## src/rtl/rob.sv

```systemverilog
// Reorder buffer: in-order allocate/retire, out-of-order CDB writeback,
// two combinational tag-lookup ports with CDB bypass for operand forwarding.
//
// Ports:
//   clk_i, rst_n_i (sync, active low), flush_i
//   issue_*  : allocation handshake, returns tag (= tail)
//   cdb_*    : result broadcast (tag, data, exception)
//   rs1_/rs2_: operand lookup (ready/value), bypassed from CDB
//   commit_* : head retire handshake with pc/rd/data/except
module rob #(
  parameter int DEPTH       = 16,
  parameter int XLEN        = 64,
  parameter int DATA_W      = XLEN,
  parameter int REG_IDX_LEN = 5,
  localparam int TAG_W      = $clog2(DEPTH)
) (
  input  logic                   clk_i,
  input  logic                   rst_n_i,
  input  logic                   flush_i,

  input  logic                   issue_valid_i,
  output logic                   issue_ready_o,
  input  logic [XLEN-1:0]        issue_pc_i,
  input  logic [REG_IDX_LEN-1:0] issue_rd_idx_i,
  output logic [TAG_W-1:0]       issue_tag_o,

  input  logic                   cdb_valid_i,
  input  logic [TAG_W-1:0]       cdb_tag_i,
  input  logic [DATA_W-1:0]      cdb_data_i,
  input  logic                   cdb_except_i,

  input  logic [TAG_W-1:0]       rs1_tag_i,
  output logic                   rs1_ready_o,
  output logic [DATA_W-1:0]      rs1_value_o,
  input  logic [TAG_W-1:0]       rs2_tag_i,
  output logic                   rs2_ready_o,
  output logic [DATA_W-1:0]      rs2_value_o,

  output logic                   commit_valid_o,
  input  logic                   commit_ready_i,
  output logic [XLEN-1:0]        commit_pc_o,
  output logic [REG_IDX_LEN-1:0] commit_rd_idx_o,
  output logic [DATA_W-1:0]      commit_data_o,
  output logic                   commit_except_o
);

  localparam int CNT_W = TAG_W + 1;

  logic [DEPTH-1:0]             valid_q;
  logic [DEPTH-1:0]             done_q;
  logic [DEPTH-1:0]             except_q;
  logic [XLEN-1:0]              pc_q   [DEPTH];
  logic [REG_IDX_LEN-1:0]       rd_q   [DEPTH];
  logic [DATA_W-1:0]            data_q [DEPTH];

  logic [TAG_W-1:0]             head_q, tail_q;
  logic [CNT_W-1:0]             count_q, count_d;

  logic alloc, wb, retire;

  // Ready looks only at the registered count, so a full ROB
  // cannot refill in the same cycle it retires.
  assign issue_ready_o = (count_q < CNT_W'(DEPTH));
  assign issue_tag_o   = tail_q;

  assign alloc  = issue_valid_i & issue_ready_o;
  assign wb     = cdb_valid_i & valid_q[cdb_tag_i];
  assign retire = commit_valid_o & commit_ready_i;

  assign commit_valid_o = valid_q[head_q] & done_q[head_q] & ~flush_i;

  always_comb begin
    commit_pc_o     = '0;
    commit_rd_idx_o = '0;
    commit_data_o   = '0;
    commit_except_o = 1'b0;
    if (commit_valid_o) begin
      commit_pc_o     = pc_q[head_q];
      commit_rd_idx_o = rd_q[head_q];
      commit_data_o   = data_q[head_q];
      commit_except_o = except_q[head_q];
    end
  end

  always_comb begin
    count_d = count_q;
    unique case ({alloc, retire})
      2'b10:   count_d = count_q + CNT_W'(1);
      2'b01:   count_d = count_q - CNT_W'(1);
      default: count_d = count_q;
    endcase
  end

  // Lookup: a live CDB broadcast wins over the stored entry.
  always_comb begin
    rs1_ready_o = 1'b0;
    rs1_value_o = '0;
    if (cdb_valid_i && cdb_tag_i == rs1_tag_i && valid_q[rs1_tag_i]) begin
      rs1_ready_o = 1'b1;
      rs1_value_o = cdb_data_i;
    end else if (valid_q[rs1_tag_i] && done_q[rs1_tag_i]) begin
      rs1_ready_o = 1'b1;
      rs1_value_o = data_q[rs1_tag_i];
    end
  end

  always_comb begin
    rs2_ready_o = 1'b0;
    rs2_value_o = '0;
    if (cdb_valid_i && cdb_tag_i == rs2_tag_i && valid_q[rs2_tag_i]) begin
      rs2_ready_o = 1'b1;
      rs2_value_o = cdb_data_i;
    end else if (valid_q[rs2_tag_i] && done_q[rs2_tag_i]) begin
      rs2_ready_o = 1'b1;
      rs2_value_o = data_q[rs2_tag_i];
    end
  end

  always_ff @(posedge clk_i) begin
    if (!rst_n_i) begin
      head_q   <= '0;
      tail_q   <= '0;
      count_q  <= '0;
      valid_q  <= '0;
      done_q   <= '0;
      except_q <= '0;
      for (int i = 0; i < DEPTH; i++) begin
        pc_q[i]   <= '0;
        rd_q[i]   <= '0;
        data_q[i] <= '0;
      end
    end else if (flush_i) begin
      head_q  <= '0;
      tail_q  <= '0;
      count_q <= '0;
      valid_q <= '0;
    end else begin
      if (wb) begin
        data_q[cdb_tag_i]   <= cdb_data_i;
        except_q[cdb_tag_i] <= cdb_except_i;
        done_q[cdb_tag_i]   <= 1'b1;
      end
      // Tail entry is never valid when alloc fires, so no clash with wb.
      if (alloc) begin
        valid_q[tail_q]  <= 1'b1;
        done_q[tail_q]   <= 1'b0;
        except_q[tail_q] <= 1'b0;
        pc_q[tail_q]     <= issue_pc_i;
        rd_q[tail_q]     <= issue_rd_idx_i;
        tail_q           <= tail_q + TAG_W'(1);
      end
      if (retire) begin
        valid_q[head_q] <= 1'b0;
        head_q          <= head_q + TAG_W'(1);
      end
      count_q <= count_d;
    end
  end

endmodule

```

## config.mk

```make
export PLATFORM = sky130hd
export DESIGN_NAME = rob
export DESIGN_NICKNAME = d
export VERILOG_FILES = /design/src/rtl/rob.sv
export SDC_FILE = /design/constraint.sdc
export NUM_CORES = 2
export LEC_CHECK = 0
export ABC_CLOCK_PERIOD_IN_PS = 15090
export CAP_MARGIN = 30
export CORE_ASPECT_RATIO = 1.2
export CORE_MARGIN = 2
export CORE_UTILIZATION = 35
export CTS_CLUSTER_DIAMETER = 50
export DETAILED_ROUTE_END_ITERATION = 10
export GPL_TIMING_DRIVEN = 1
export PLACE_DENSITY = 0.56
export SLEW_MARGIN = 10
export SYNTH_ARGS = -nofsm -noshare
export SYNTH_HDL_FRONTEND = slang
export SYNTH_SLANG_ARGS = --single-unit
```

## constraint.sdc

```tcl
create_clock -name clk_i -period 15.09 [get_ports clk_i]
set_input_delay 1.509 -clock clk_i [delete_from_list [all_inputs] [get_ports clk_i]]
set_output_delay 1.509 -clock clk_i [all_outputs]
set_load 0.05 [all_outputs]
```

# == Yosys cells after proc, flatten, opt, wreduce, memory -nomap -nowiden ==
# Memories as Yosys holds them, arrays and structs flattened. A register that Yosys moved wholly into a read port is not among the register bits.
# Index checks and enable logic that the tools add are counted.
# totals
ff_bits,61
ram_bits,2128
inputBits,152
output_inout_bits,270
memories,3
# classes
n_addsub,4
magnitude_cmp,9
eq_ne,4
muxes,72
n_bitwise,14
n_reduce_logical,14
# memory_table
name,depth,width,read_ports,rd_ports_with_merged_regs,wr,line,text
data_q,16,64,3,1,16,54,logic [DATA_W-1:0] data_q [DEPTH];
pc_q,16,64,1,1,16,52,logic [XLEN-1:0] pc_q [DEPTH];
rd_q,16,5,1,1,16,53,logic [REG_IDX_LEN-1:0] rd_q [DEPTH];
# ops
operator,count
64-bit 2-to-1 mux,8
16-bit 2-to-1 mux,12
64-bit OR reduction,2
16-bit bitwise AND,3
4-bit 2-to-1 mux,9
1-bit binary-select mux with 4-bit select,8
16-bit inverter,2
16-bit bitwise OR,2
1-bit 2-to-1 mux,28
"4-bit by 5-bit < comparator with 1-bit output, second input constant",5
16-bit bitwise mux,1
1-bit demux with 4-bit select,3
"4-bit by 1-bit greater-or-equal comparator with 1-bit output, second input constant",3
5-bit 2-to-1 mux,2
5-bit case mux with 2 select lines,1
1-bit logical AND,9
"4-bit by 1-bit adder with 4-bit output, second input constant",2
4-bit == test,2
"5-bit by 1-bit adder with 5-bit output, second input constant",1
1-bit bitwise AND,5
"5-bit < comparator, second input constant",1
5-bit OR reduction,1
"5-bit by 1-bit subtractor with 5-bit output, second input constant",1
"2-bit by 1-bit == test with 1-bit output, second input constant",1
other kinds (4),5

# == Longest topological paths before layout ==
# logic_depth
depth_word,10
ltp_mapped,18

# == Least setup slack after synthesis ==
# No wires, ideal clock.
# synth_path
kind,input to register
startpoint,in issue_valid_i
endpoint,mem pc_q[3][0] (enable)
setup_ps,594
arrival_ps,7302
required_ps,14496
setup_slack_ps,7194
stages,6
path_cell_list,nor2b_1 -> clkbuf_1 -> clkbuf_1 -> and2_1 -> nand2_1 -> o21ai_0
# synth_lines
item,line,text
from (decl),21,"input logic issue_valid_i,"
to (decl),52,

# == Worst setup path in the final report ==
# layout_path
startpoint,in rs2_tag_i[0]
endpoint,out rs2_value_o[19]
# layout_between
elab_chain_len,5
# layout_lines
item,line,text
from (decl),35,"input logic [TAG_W-1:0] rs2_tag_i,"
1-bit binary-select mux with 4-bit select (on tied branches),"110, 113",
1-bit 2-to-1 mux (on tied branches),"110, 113",
1-bit logical AND,113,end else if (valid_q[rs2_tag_i] && done_q[rs2_tag_i]) begin
64-bit 2-to-1 mux,113,
64-bit 2-to-1 mux *,110,if (cdb_valid_i && cdb_tag_i == rs2_tag_i && valid_q[rs2_tag_i]) begin
to (decl),37,"output logic [DATA_W-1:0] rs2_value_o,"
# Every way passes the cells marked *; elsewhere a longest branch is shown, timed or not. The select of a mux whose other input is x is not followed.

==> flow_results.xml <==
<?xml version="1.0" encoding="UTF-8"?>
<metrics>
  <group name="synth">
    <metric name="synthTopCellsByCount" unit="">sky130_fd_sc_hd__edfxtp_1, sky130_fd_sc_hd__mux4_2, sky130_fd_sc_hd__and3_1</metric>
    <metric name="synth_top_cells_by_area" unit="">sky130_fd_sc_hd__edfxtp_1, sky130_fd_sc_hd__mux4_2, sky130_fd_sc_hd__and3_1</metric>
    <metric name="ys_types" unit="">48</metric>
    <metric name="netlist.area_leader.share" unit="">0.552</metric>
    <metric name="synth_sequential_area_ratio" unit="">0.564</metric>
    <metric name="synth-async-reset-ratio" unit="">0</metric>
    <metric name="number_of_enable_flip_flop_cells_after_synthesis" unit="">2128</metric>
    <metric name="synthesis.area_per_instance" unit="µm²">15.5</metric>
    <metric name="netlist.top_cell.by_area" unit="">sky130_fd_sc_hd__edfxtp_1</metric>
    <metric name="synth_warnings" unit="">0</metric>
    <metric name="synthCells" unit="">7451</metric>
    <metric name="yosys.cell_count.top_type" unit="">sky130_fd_sc_hd__edfxtp_1</metric>
    <metric name="synthesis.nets" unit="">7615</metric>
    <metric name="most_used_flip_flop_cell_after_synthesis" unit="">sky130_fd_sc_hd__edfxtp_1</metric>
    <metric name="netlist_area" unit="µm²">116000</metric>
    <metric name="ys_ff_latch" unit="">2193</metric>
  </group>
  <group name="global_route">
    <metric name="grtUsageTotal" unit="">0.241</metric>
    <metric name="grt_pass1_vias" unit="">75300</metric>
    <metric name="grt_start_max_net_pins" unit="">210</metric>
    <metric name="antenna_found_initial" unit="">47</metric>
    <metric name="gr-total-overflow" unit="">0</metric>
    <metric name="wire_length_of_the_first_global_routing_pass" unit="mm">576</metric>
  </group>
  <group name="cts">
    <metric name="cts_hold_buffers" unit="">0</metric>
    <metric name="cts.reportedPaths.clkPinSlew" unit="ns">0.05</metric>
    <metric name="numCtsBuffers" unit="">279</metric>
    <metric name="worstSkewPairLatency" unit="ns">0.90</metric>
    <metric name="postCtsSetupBuffers" unit="">0</metric>
    <metric name="count_of_instances_resized_after_the_clock_tree_is_built" unit="">0</metric>
    <metric name="maximum_level_of_the_cts_h_tree" unit="">5</metric>
    <metric name="number_of_buffers_between_clock_root_and_the_deepest_sink" unit="">4</metric>
    <metric name="cts_sinks" unit="">2193</metric>
    <metric name="clock_tree.root_cell" unit="">sky130_fd_sc_hd__clkbuf_16</metric>
    <metric name="tritoncts_clock_tree" unit="">done</metric>
  </group>
  <group name="routing">
    <metric name="post_drt_via_cell_ratio" unit="">6.08</metric>
    <metric name="antenna_violating_nets_left" unit="">0</metric>
    <metric name="drt-initial-drc-count" unit="">9121</metric>
    <metric name="post_drt_wl_per_cell" unit="µm">34.0</metric>
    <metric name="drc_errors" unit="">0</metric>
    <metric name="detailroute.via_count" unit="">73300</metric>
    <metric name="drt_pass1_iterations" unit="">6</metric>
    <metric name="finalWirelength" unit="mm">410</metric>
  </group>
  <group name="place">
    <metric name="place_congestion" unit="">0.842</metric>
    <metric name="port-buffer-count" unit="">421</metric>
    <metric name="detailedPlacementHpwl" unit="mm">216</metric>
  </group>
  <group name="worst_setup_path">
    <metric name="cp_cell_sequence" unit="">buf_8 -&gt; buf_4 -&gt; buf_4 -&gt; buf_4 -&gt; buf_16 -&gt; mux4_2 -&gt; mux4_2 -&gt; inv_1 -&gt; o21ai_1 -&gt; clkdlybuf4s50_1</metric>
    <metric name="timing.critical_path.fanout_max" unit="">50</metric>
    <metric name="crit_type" unit="">input port to primary output</metric>
    <metric name="worst_ep_arrival_time" unit="ns">6.35</metric>
    <metric name="endpoint_kind" unit="">primary output</metric>
    <metric name="timing.critical_path.slowest_stage_cell" unit="">sky130_fd_sc_hd__buf_4</metric>
    <metric name="path_buf_inv" unit="">7</metric>
    <metric name="critPathRequiredTime" unit="ns">13.58</metric>
    <metric name="timing.critical_path.from_type" unit="">input port</metric>
    <metric name="critPathMaxStageDelay" unit="ns">0.76</metric>
    <metric name="crit_top_cell" unit="">sky130_fd_sc_hd__buf_4</metric>
    <metric name="cp_top_family" unit="">buffers and inverters</metric>
  </group>
  <group name="flow_run">
    <metric name="max_cap_viol_count" unit="">0</metric>
  </group>
  <group name="run_status">
    <metric name="outcome" unit="">finished, final reports clean</metric>
  </group>
  <group name="layout">
    <metric name="final_core_utilization" unit="">0.406</metric>
    <metric name="drive_above_1_share" unit="">0.262</metric>
    <metric name="num-nets-final" unit="">7662</metric>
    <metric name="flow.area_growth_from_synthesis" unit="%">15.5</metric>
    <metric name="filler_cell_count" unit="">29800</metric>
  </group>
  <group name="sta">
    <metric name="finalCritPeriodShare" unit="">0.521</metric>
    <metric name="setup_total_negative_slack" unit="ns">0</metric>
    <metric name="setup_repair_after_global_routing_missed_its_margin" unit="">false</metric>
    <metric name="timing.clock.skew" unit="ns">0.0580</metric>
    <metric name="tightest_slew" unit="ns">1.22</metric>
    <metric name="finalSetupViolations" unit="">0</metric>
    <metric name="report.final.slew_viol_count" unit="">0</metric>
    <metric name="slew_headroom" unit="">0.188</metric>
    <metric name="max_clock_freq" unit="MHz">127</metric>
    <metric name="finalHoldViolations" unit="">0</metric>
    <metric name="min_period" unit="ns">7.86</metric>
  </group>
  <group name="power">
    <metric name="power.density_cell_area" unit="nW/µm²">111</metric>
    <metric name="power_leakage" unit="nW">46.9</metric>
    <metric name="worst_ir_drop_vdd" unit="V">0.0000837</metric>
  </group>
  <group name="worst_hold_path">
    <metric name="hp-class" unit="">register to register</metric>
  </group>
  <group name="floorplan">
    <metric name="num_rows" unit="">231</metric>
    <metric name="initial_core_utilization" unit="">0.351</metric>
    <metric name="dieHeight" unit="µm">634</metric>
    <metric name="die-width" unit="µm">529</metric>
    <metric name="num_io_pins" unit="">422</metric>
    <metric name="die_area" unit="µm²">335000</metric>
    <metric name="core_area" unit="µm²">329000</metric>
  </group>
</metrics>
[cells by family after synthesis]
family          share of synthesized area
compound gates                     0.0124
simple gates                        0.126
buf+inv                            0.0339
xor+xnor                          0.00121
fa+ha+maj                         0.00130
mux                                 0.261
flops                               0.564
[layout make-up]
class	count	area [µm²]	area share
antenna	22	55.1	0.000412
clock buffer	330	7370	0.0552
clock inverter	173	1930	0.0144
inverter	135	507	0.00379
multi-input combinational	4293	47100	0.353
sequential	2193	65200	0.488
tap	4310	5390	0.0404
timing repair buffer	596	6030	0.0452
[sequential cells by signal, indices dropped and copies added (netlist names), named ones only]
register     count
rd_q            80
issue_tag_o      4
pc_q          1024
except_q        16
data_q        1024
count_q          5
valid_q         16
head_q           4
done_q          16
[worst min-delay path, cell delays in order, from the launching register on]
cell	delay, ns
sky130_fd_sc_hd__dfxtp_1	0.30
sky130_fd_sc_hd__nand2_1	0.05
sky130_fd_sc_hd__a21boi_0	0.06
[metal layers]
metal  global-route usage  share of wire  wire (µm)
met5                    0        0.00060        244
met4               0.0840          0.038      15800
met3               0.0490          0.096      39300
met2                0.408           0.49     201000
met1                0.307           0.37     153000
[cell usage in the layout, fill, tap and decap left out, types with 21 or more instances in the layout]
cell                                 n
sky130_fd_sc_hd__inv_1             135
sky130_fd_sc_hd__clkinv_1           38
sky130_fd_sc_hd__nand2_1           227
sky130_fd_sc_hd__clkbuf_16         288
sky130_fd_sc_hd__diode_2            22
sky130_fd_sc_hd__and2_1            807
sky130_fd_sc_hd__o21ai_1           120
sky130_fd_sc_hd__bufinv_16          30
sky130_fd_sc_hd__nor2_1            559
sky130_fd_sc_hd__clkinv_2           34
sky130_fd_sc_hd__nor2b_1           148
sky130_fd_sc_hd__nand3_1            21
sky130_fd_sc_hd__o21ai_0            39
sky130_fd_sc_hd__a21oi_1            43
sky130_fd_sc_hd__buf_4             145
sky130_fd_sc_hd__and3_1            820
sky130_fd_sc_hd__clkinvlp_4         25
sky130_fd_sc_hd__dfxtp_1            61
sky130_fd_sc_hd__edfxtp_1         2128
sky130_fd_sc_hd__mux4_2           1340
sky130_fd_sc_hd__clkbuf_1           41
sky130_fd_sc_hd__clkdlybuf4s50_1   411
[through the flow]
step	worst slack [ns]	total power [mW]	cell area [µm²]	hold slack, ns	std cells
2_1_floorplan	7.19	7.71	116000	0.438	7451
3_3_place_gp	6.91	8.11	124000	0.456	11500
3_5_place_dp	6.89	8.13	124000	0.458	11500
4_1_cts	6.90	14.9	133000	0.464	12000
5_1_grt	6.91	15.2	134000	0.485	12000
6_report	7.23	14.8	134000	0.461	12100
[final timing paths]
path	start	to	slack, ns	cells past startpoint
worst max register to register	issue_tag_o[0]$_SDFFE_PP0P_	pc_q[11][57]$_SDFFCE_PN0P_	10.28	6
worst max-delay path	rs2_tag_i[0]	rs2_value_o[19]	7.23	10
worst min register to register	except_q[15]$_SDFFE_PN0N_	except_q[15]$_SDFFE_PN0N_	0.46	2
worst min-delay path	except_q[15]$_SDFFE_PN0N_	except_q[15]$_SDFFE_PN0N_	0.46	2
[power breakdown]
group | switching [mW] | total (mW) | internal (mW)
clock | 2.76 | 6.81 | 4.05
sequential | 0.0957 | 6.97 | 6.87
combinational | 0.631 | 1.05 | 0.417
total | 3.48 | 14.8 | 11.3
Power figures use the tool's default switching activity.
